### config.mk
export PLATFORM = sky130hd
export DESIGN_NAME = fpga_link_tx
export DESIGN_NICKNAME = d
export VERILOG_FILES = /design/src/rtl/fpga_link_tx.sv
export SDC_FILE = /design/constraint.sdc
export NUM_CORES = 1
export LEC_CHECK = 0
export CAP_MARGIN = 20
export CORE_UTILIZATION = 60
export CTS_CLUSTER_DIAMETER = 30
export DETAILED_ROUTE_END_ITERATION = 12
export GPL_TIMING_DRIVEN = 0
export HOLD_SLACK_MARGIN = 0.15
export MAX_ROUTING_LAYER = met4
export PLACE_DENSITY = 0.84
export SLEW_MARGIN = 10
export SYNTH_ARGS = -nofsm -noshare
export SYNTH_HDL_FRONTEND = slang
export SYNTH_SLANG_ARGS = --single-unit
### constraint.sdc
create_clock -name clk -period 2.75 [get_ports clk]
set_input_delay 0.6875 -clock clk [delete_from_list [all_inputs] [get_ports clk]]
set_output_delay 0.6875 -clock clk [all_outputs]
set_load 0.01 [all_outputs]
### src/rtl/fpga_link_tx.sv
`timescale 1ns/1ps
// Word transmitter for an inter-board link: one bit per 4-phase req/ack handshake,
// per-edge timeout, and whole-word retry from a held copy of the captured word.
module fpga_link_tx #(
    parameter int DATA_WIDTH     = 8,
    parameter int TIMEOUT_CYCLES = 1023,
    parameter int MAX_RETRY      = 3,
    parameter int MSB_FIRST      = 1,
    localparam int RW = (MAX_RETRY > 0) ? $clog2(MAX_RETRY + 1) : 1
) (
    input  logic                  clk,
    input  logic                  reset,
    input  logic                  sent,
    input  logic [DATA_WIDTH-1:0] data_in,
    input  logic                  acknowledge,
    output logic                  sendToOther,
    output logic                  tx_data,
    output logic                  busy,
    output logic                  finish,
    output logic                  error,
    output logic [RW-1:0]         retry_cnt,
    output logic [2:0]            state_dbg
);

    localparam int BW = $clog2(DATA_WIDTH);
    localparam int TW = $clog2(TIMEOUT_CYCLES + 1);

    typedef enum logic [2:0] {
        S_IDLE = 3'd0,
        S_ARM  = 3'd1,
        S_REQ  = 3'd2,
        S_ACKH = 3'd3,
        S_NEXT = 3'd4,
        S_DONE = 3'd5,
        S_FAIL = 3'd6
    } state_t;

    state_t                state_q, state_d;
    logic                  ack_meta_q, ack_s_q;
    logic [DATA_WIDTH-1:0] word_q, word_d;
    logic [DATA_WIDTH-1:0] shift_q, shift_d;
    logic [DATA_WIDTH-1:0] shifted;
    logic [BW-1:0]         bit_cnt_q, bit_cnt_d;
    logic [TW-1:0]         timer_q, timer_d;
    logic [RW-1:0]         retry_q, retry_d;
    logic                  tx_q, tx_d;
    logic                  req_q, req_d;
    logic                  busy_q, busy_d;
    logic                  finish_q, finish_d;
    logic                  error_q, error_d;
    logic                  ack_evt;
    logic                  timer_end;

    function automatic logic lead_bit(input logic [DATA_WIDTH-1:0] w);
        return (MSB_FIRST != 0) ? w[DATA_WIDTH-1] : w[0];
    endfunction

    assign shifted   = (MSB_FIRST != 0) ? (shift_q << 1) : (shift_q >> 1);
    assign timer_end = (timer_q == TW'(TIMEOUT_CYCLES - 1));
    // REQ waits for ack high; ARM and ACKH wait for ack low.
    assign ack_evt   = (state_q == S_REQ) ? ack_s_q : !ack_s_q;

    always_ff @(posedge clk or negedge reset) begin
        if (!reset) begin
            state_q    <= S_IDLE;
            ack_meta_q <= 1'b0;
            ack_s_q    <= 1'b0;
            word_q     <= '0;
            shift_q    <= '0;
            bit_cnt_q  <= '0;
            timer_q    <= '0;
            retry_q    <= '0;
            tx_q       <= 1'b0;
            req_q      <= 1'b0;
            busy_q     <= 1'b0;
            finish_q   <= 1'b0;
            error_q    <= 1'b0;
        end else begin
            state_q    <= state_d;
            ack_meta_q <= acknowledge;
            ack_s_q    <= ack_meta_q;
            word_q     <= word_d;
            shift_q    <= shift_d;
            bit_cnt_q  <= bit_cnt_d;
            timer_q    <= timer_d;
            retry_q    <= retry_d;
            tx_q       <= tx_d;
            req_q      <= req_d;
            busy_q     <= busy_d;
            finish_q   <= finish_d;
            error_q    <= error_d;
        end
    end

    // Timer clears on any transition (including a retry back into ARM) and
    // counts only while a wait state is held.
    always_comb begin
        state_d   = state_q;
        word_d    = word_q;
        shift_d   = shift_q;
        bit_cnt_d = bit_cnt_q;
        retry_d   = retry_q;
        tx_d      = tx_q;
        timer_d   = '0;
        unique case (state_q)
            S_IDLE: begin
                if (sent) begin
                    word_d    = data_in;
                    shift_d   = data_in;
                    bit_cnt_d = '0;
                    retry_d   = '0;
                    state_d   = S_ARM;
                end
            end
            S_ARM, S_REQ, S_ACKH: begin
                if (ack_evt) begin
                    if (state_q == S_ARM) begin
                        tx_d    = lead_bit(shift_q);
                        state_d = S_REQ;
                    end else if (state_q == S_REQ) begin
                        state_d = S_ACKH;
                    end else begin
                        state_d = S_NEXT;
                    end
                end else if (timer_end) begin
                    if (retry_q < RW'(MAX_RETRY)) begin
                        retry_d   = retry_q + RW'(1);
                        shift_d   = word_q;
                        bit_cnt_d = '0;
                        state_d   = S_ARM;
                    end else begin
                        state_d = S_FAIL;
                    end
                end else begin
                    timer_d = timer_q + TW'(1);
                end
            end
            S_NEXT: begin
                if (bit_cnt_q == BW'(DATA_WIDTH - 1)) begin
                    state_d = S_DONE;
                end else begin
                    shift_d   = shifted;
                    bit_cnt_d = bit_cnt_q + BW'(1);
                    tx_d      = lead_bit(shifted);
                    state_d   = S_REQ;
                end
            end
            S_DONE:  state_d = S_IDLE;
            S_FAIL:  state_d = S_IDLE;
            default: state_d = S_IDLE;
        endcase
    end

    // Handshake: req rises one cycle after entering REQ, so tx_data (loaded on
    // REQ entry) is stable a full cycle before req; req falls on leaving REQ and
    // the remote then drops acknowledge to close the 4-phase cycle.
    always_comb begin
        req_d    = (state_q == S_REQ) && (state_d == S_REQ);
        busy_d   = (state_d != S_IDLE);
        finish_d = (state_d == S_DONE);
        error_d  = (state_d == S_FAIL);
    end

    assign sendToOther = req_q;
    assign tx_data     = tx_q;
    assign busy        = busy_q;
    assign finish      = finish_q;
    assign error       = error_q;
    assign retry_cnt   = retry_q;
    assign state_dbg   = state_q;

endmodule

==> impl_metrics.json, run 1 <==
{
  "crit_fanout": 4,
  "yosys.area_share.simple": 0.197,
  "layout.nets": 248,
  "synth_common_cells": "dfrtp_1, nand2_1, nor2_1",
  "syn_inst": 202,
  "grt_pass1_wl_mm": 6.82,
  "synth_area_um2": 2160,
  "synth_top_family_by_area": "simple AND/OR/NAND/NOR gates",
  "fmax_ghz": 0.491,
  "start_kind": "flop",
  "grt_pass1_vias": 1473,
  "path_buf_inv": 1,
  "ys_seq_area_frac": 0.475,
  "crit_family": "buffers and inverters",
  "synth_seq_cells": 41,
  "dpl.hpwl_mm": 3.15,
  "diodes": 0,
  "rows": 21,
  "fp.dieH_um": 62.0,
  "core_area_um2": 3390,
  "htree_levels": 2,
  "die-width_um": 62.0,
  "slew_headroom": 0.698,
  "p_leak_nw": 1.11,
  "wirelength_mm": 4.22,
  "cap_violations": 0,
  "post_cts_buffers": 0,
  "ys_warn_count": 0,
  "cp-end-kind": "output port",
  "synth_most_common_cell": "dfrtp_1",
  "wire_per_inst_um": 15.2,
  "fill_cells": 234,
  "setup_viol": 0,
  "drc_errors": 0,
  "netlist-cell-type-count": 47,
  "yosys.area_share.xor_xnor": 0.0365,
  "crit_chain": "clkdlybuf4s50_1",
  "clk_pin_slew_ns": 0.12,
  "synth_compound_area_frac": 0.123,
  "cts.sinks": 41,
  "synth_mux_area_frac": 0.111,
  "synth_top_area_cell": "dfrtp_1",
  "async_flop_share": 1.00,
  "cp.required_ns": 2.06,
  "cp.depth": 1,
  "route.vias.total": 1580,
  "critPathSlowestCell": "clkdlybuf4s50_1",
  "min_path_type": "input port to async pin",
  "drt_iter0_markers": 75,
  "r2r_cells": 7,
  "avgSynthCellArea_um2": 10.7,
  "antenna_found_initial": 0,
  "synth_fa_ha_area_frac": 0.0290,
  "fin_ws_ns": 0.713,
  "die_area_um2": 3850,
  "crit_type": "flop to output port",
  "gp_congestion": 0.823,
  "finalCriticalPeriod_ns": 2.04,
  "vias_per_cell": 5.68,
  "crit_arrival_ns": 1.35,
  "critical_path.max_stage_delay_ns": 0.56,
  "track_usage": 0.258,
  "postRouteAntennaNets": 0,
  "status": "completed",
  "cts_buffers": 5,
  "portBuffers": 21,
  "pre_cts_ws_ns": 0.412,
  "rsz0062_at_grt": "false",
  "syn_to_final_growth_pct": 15.3,
  "pin_count": 22,
  "worst_pin_slew_ns": 0.452,
  "synth_edf_count": 0,
  "synthFlopType": "dfrtp_1",
  "final_max_slew_viol_count": 0,
  "fin_skew_ns": 0.0102,
  "grt_remaining_overflow": 0,
  "timing.final.crit_share": 0.741,
  "cts_tree": "yes",
  "drive_gt1_frac": 0.172,
  "netlist_top_cells_area": "dfrtp_1, mux2_4, nand2_1, mux2_2, nor2_1",
  "grt_max_degree": 28,
  "vdd_drop_max_mv": 0.544,
  "hold_viol_final": 0,
  "clockBufferDepth": 2,
  "holdBufCountCts": 0,
  "start_util": 0.638,
  "dr.pass1.iters": 4,
  "power.density_nw_per_um2": 932,
  "yosysTopAreaCellShare": 0.475,
  "cts_resized": 0,
  "cts_root_buf": "clkbuf_4",
  "tns_ns": 0,
  "clock_latency_ns": 0.35,
  "postSynthNetCount": 219
}
==> worst paths after layout <==
path	from	to	slack, ns
max	retry_cnt[0]$_DFFE_PN0P_	retry_cnt[0]	0.71
min reg2reg	ack_meta_q$_DFF_PN0_	ack_s_q$_DFF_PN0_	0.38
max reg2reg	bit_cnt_q[0]$_DFFE_PN0P_	shift_q[0]$_DFFE_PN0P_	0.74
min in group clk	ack_meta_q$_DFF_PN0_	ack_s_q$_DFF_PN0_	0.38
min	reset	shift_q[3]$_DFFE_PN0P_	0.23
max in group asynchronous	reset	tx_data$_DFFE_PN0P_	2.06
==> metal layers <==
metal | wire, µm | vias to the layer above | track usage | part of all wire
met5 | 0 | - | - | 0
met4 | 93 | 0 | 0.111 | 0.022
met3 | 168 | 10 | 0.0642 | 0.040
met2 | 1980 | 39 | 0.383 | 0.47
met1 | 1970 | 760 | 0.335 | 0.47
li1 | - | 771 | - | -
==> cell usage in the layout (no fill, tap or decap), types with 2 or more instances in the layout <==
| cell type | n |
|---|---|
| a211oi_1 | 4 |
| a21oi_1 | 2 |
| a22o_1 | 2 |
| a31oi_1 | 6 |
| and2_1 | 3 |
| buf_2 | 5 |
| buf_6 | 2 |
| clkbuf_1 | 4 |
| clkbuf_4 | 5 |
| clkdlybuf4s50_1 | 20 |
| dfrtp_1 | 41 |
| ha_1 | 5 |
| inv_1 | 4 |
| mux2_2 | 8 |
| mux2_4 | 8 |
| mux2i_1 | 3 |
| nand2_1 | 25 |
| nand2b_1 | 4 |
| nand3_1 | 6 |
| nor2_1 | 22 |
| nor2b_1 | 2 |
| nor3_1 | 5 |
| o21ai_0 | 8 |
| o22ai_1 | 5 |
| xnor2_1 | 7 |
| xor2_1 | 2 |
==> power breakdown <==
part / internal (W) / total, W / switching [W]
sequential: 0.000780 / 0.000886 / 0.000106
clock: 0.000102 / 0.000287 / 0.000185
combinational: 0.000570 / 0.00115 / 0.000580
==> registers in the layout, indices dropped and copies added, names as in the netlist <==
name         cells
tx_data          1
busy             1
sendToOther      1
timer_q         10
finish           1
ack_s_q          1
retry_cnt        2
shift_q          8
bit_cnt_q        3
error            1
word_q           8
state_dbg        3
ack_meta_q       1
==> layout make-up <==
| cell class | instances | area [µm²] | area share |
|---|---|---|---|
| sequential | 41 | 1030 | 0.412 |
| tap | 46 | 57.6 | 0.0231 |
| clock buffer | 8 | 48.8 | 0.0196 |
| buffer | 7 | 46.3 | 0.0186 |
| multi-input combinational | 150 | 1070 | 0.431 |
| inverter | 4 | 15.0 | 0.00602 |
| timing repair buffer | 22 | 225 | 0.0904 |
==> kinds of logic after synthesis <==
kind of cell / Yosys count
AND/OR/NAND/NOR: 79
flip-flops: 41
AO/OA/AOI/OAI: 38
multiplexers: 19
buffers and inverters: 11
XOR/XNOR: 9
adder cells (fa/ha/maj): 5
==> metrics by stage <==
step,power [W],hold WS [ns],util,std cells,area (µm²)
global placement,0.00197,0.334,0.717,269,2430
detailed placement,0.00203,0.355,0.721,270,2440
CTS,0.00232,0.238,0.735,278,2490
floorplan,0.00174,0.331,-,202,2160
global route,0.00247,0.245,0.735,278,2490
finish,0.00232,0.232,0.735,278,2490
No activity file was read; power rests on OpenSTA's default activity.
==> run 2, diff against run 1 <==
--- a/config.mk
+++ b/config.mk
@@ -6,13 +6,13 @@
 export NUM_CORES = 1
 export LEC_CHECK = 0
 export CAP_MARGIN = 20
-export CORE_UTILIZATION = 60
+export CORE_UTILIZATION = 56
 export CTS_CLUSTER_DIAMETER = 30
 export DETAILED_ROUTE_END_ITERATION = 12
 export GPL_TIMING_DRIVEN = 0
 export HOLD_SLACK_MARGIN = 0.15
 export MAX_ROUTING_LAYER = met4
-export PLACE_DENSITY = 0.84
+export PLACE_DENSITY = 0.79
 export SLEW_MARGIN = 10
 export SYNTH_ARGS = -nofsm -noshare
 export SYNTH_HDL_FRONTEND = slang
==> constraint.sdc (replaced) <==
create_clock -name clk -period 1.9 [get_ports clk]
set_input_delay 0.475 -clock clk [delete_from_list [all_inputs] [get_ports clk]]
set_output_delay 0.475 -clock clk [all_outputs]
set_load 0.01 [all_outputs]
==> run 2 against run 1 <==
Cell count grew 2.2%; largest power group unchanged; combinational power grew 50%; first-iteration DRC count up 59%; clock power rose by 120%; register-to-register slack worse by 0.69 ns; total power grew 56%; non-clock buffer count increased by 4; global-route usage down 2.2 points; critical endpoint is now shift_q[5]$_DFFE_PN0P_; final area grew 5.1%; worst setup slack got worse by 0.66 ns.
==> impl_metrics.json, run 2 (synthesis results as in run 1) <==
{
  "antenna_found_initial": 0,
  "final_common_cell": "dfrtp_1",
  "drive_gt1_frac": 0.212,
  "cts.sinks": 41,
  "final_cell_mix": "dfrtp_1, nand2_1, nor2_1",
  "critical_path.max_stage_delay_ns": 0.40,
  "status": "completed",
  "start_kind": "flop",
  "grt_remaining_overflow": 0,
  "path_buf_inv": 0,
  "p_sw_w": 0.00128,
  "seqPwrFrac": 0.351,
  "gp_congestion": 0.809,
  "setup_viol": 0,
  "tns_ns": 0,
  "diodes": 0,
  "track_usage": 0.236,
  "cts_buffers": 5,
  "vdd_drop_max_mv": 0.842,
  "largest_registers": "timer_q x10, shift_q x8, word_q x8",
  "p_int_w": 0.00234,
  "layout.nets": 252,
  "worst_pin_slew_ns": 0.473,
  "grt_pass1_vias": 1516,
  "cap_violations": 0,
  "portBuffers": 21,
  "cts_tree": "yes",
  "timing.final.crit_share": 0.973,
  "start_util": 0.586,
  "cp.required_ns": 2.07,
  "cp-end-kind": "flop",
  "largest-register": "timer_q",
  "wire_per_inst_um": 14.8,
  "rows": 22,
  "fin_hold_ws_ns": 0.374,
  "fmax_ghz": 0.541,
  "ff2ff_setup_slack_ns": 0.05,
  "drc_errors": 0,
  "vias_per_cell": 5.57,
  "crit_chain": "ha_2 -> ha_4 -> nand2_2 -> o21ai_0 -> a21o_4 -> nor2_8 -> mux2_4",
  "final_max_slew_viol_count": 0,
  "switching_share": 0.354,
  "wirelength_mm": 4.21,
  "crit_fanout": 8,
  "die-width_um": 64.1,
  "combPwrFrac": 0.478,
  "crit_family": "flip-flops",
  "grt_max_degree": 25,
  "pin_count": 22,
  "crit_arrival_ns": 2.02,
  "postRouteAntennaNets": 0,
  "slew_headroom": 0.685,
  "core_area_um2": 3690,
  "final_util": 0.710,
  "min_path_type": "flop to flop",
  "fin_area_um2": 2620,
  "crit_type": "flop to flop",
  "largest_reg_flops": 10,
  "die_area_um2": 4110,
  "p_leak_nw": 1.16,
  "htree_levels": 2,
  "p_clk_frac": 0.171,
  "hold_viol_final": 0,
  "clk_pin_slew_ns": 0.08,
  "finalCriticalPeriod_ns": 1.85,
  "fin_skew_ns": 0.0108,
  "place_area_um2": 2450,
  "clock_latency_ns": 0.29,
  "fp.dieH_um": 64.1,
  "syn_to_final_growth_pct": 21.3,
  "cts_root_buf": "clkbuf_8",
  "clockBufferDepth": 2,
  "critPathSlowestCell": "dfrtp_1",
  "dpl.hpwl_mm": 2.89,
  "power.density_nw_per_um2": 1380,
  "route.vias.total": 1583,
  "grt_pass1_wl_mm": 7.15,
  "drt_iter0_markers": 119,
  "dr.pass1.iters": 6
}
[run 2: final timing paths]
path	cells after the start	end	startpoint
max	7	shift_q[5]$_DFFE_PN0P_	bit_cnt_q[0]$_DFFE_PN0P_
min	0	ack_s_q$_DFF_PN0_	ack_meta_q$_DFF_PN0_
max reg2reg	7	shift_q[5]$_DFFE_PN0P_	bit_cnt_q[0]$_DFFE_PN0P_
min reg2reg	0	ack_s_q$_DFF_PN0_	ack_meta_q$_DFF_PN0_
max in group asynchronous	3	retry_cnt[1]$_DFFE_PN0P_	reset
min in group asynchronous	2	bit_cnt_q[0]$_DFFE_PN0P_	reset
[run 2: worst reg2reg max path, delay by kind of cell, from the launching register on]
family	cells	cell delay, ns
fa+ha+maj	2	0.37
mux	1	0.33
simple gates	2	0.29
compound gates	2	0.34
flops	1	0.40
[run 2: power groups by stage]
stage | clock (W) | sequential [W] | combinational, W
after floorplan | 0 | 0.00128 | 0.00124
after global placement | 0 | 0.00128 | 0.00162
after detailed placement | 0 | 0.00129 | 0.00164
after CTS | 0.000633 | 0.00127 | 0.00166
after global routing | 0.000681 | 0.00130 | 0.00189
final | 0.000620 | 0.00127 | 0.00173
[run 2: cell type report]
type                       instances  area (µm²)
inverter                           4        15.0
multi-input combinational        150        1090
tap                               48        60.1
fill                             281        1070
timing repair buffer              26         278
sequential                        41        1030
buffer                             7        46.3
clock buffer                       7        96.3
clock inverter                     1        5.00
[run 2: repair_timing]
| item | 4_1_cts | 5_1_grt |
|---|---|---|
| buffers inserted | 0 | 3 |
| hold buffers | 1 | 0 |
| pin swaps | 1 | 3 |
| gates resized for setup | 2 | 3 |
| endpoints found under the hold margin | 17 | 0 |
| setup endpoints to repair | 8 | 26 |
| gates cloned | 0 | 0 |
[run 2: metal layers]
layer / vias up / GRT usage / part of all wire
met5: - / - / 0
li1: 774 / - / -
met1: 773 / 0.335 / 0.48
met4: 0 / 0.0694 / 0.0064
met2: 34 / 0.336 / 0.47
met3: 2 / 0.0589 / 0.035
[run 2: through the flow]
stage | setup WS [ns] | instances | total power, W
global route | -0.00679 | 284 | 0.00387
global placement | -0.690 | 271 | 0.00289
detailed placement | -0.211 | 272 | 0.00293
floorplan | 0.0819 | 202 | 0.00252
finish | 0.0518 | 284 | 0.00363
CTS | 0.0104 | 281 | 0.00356
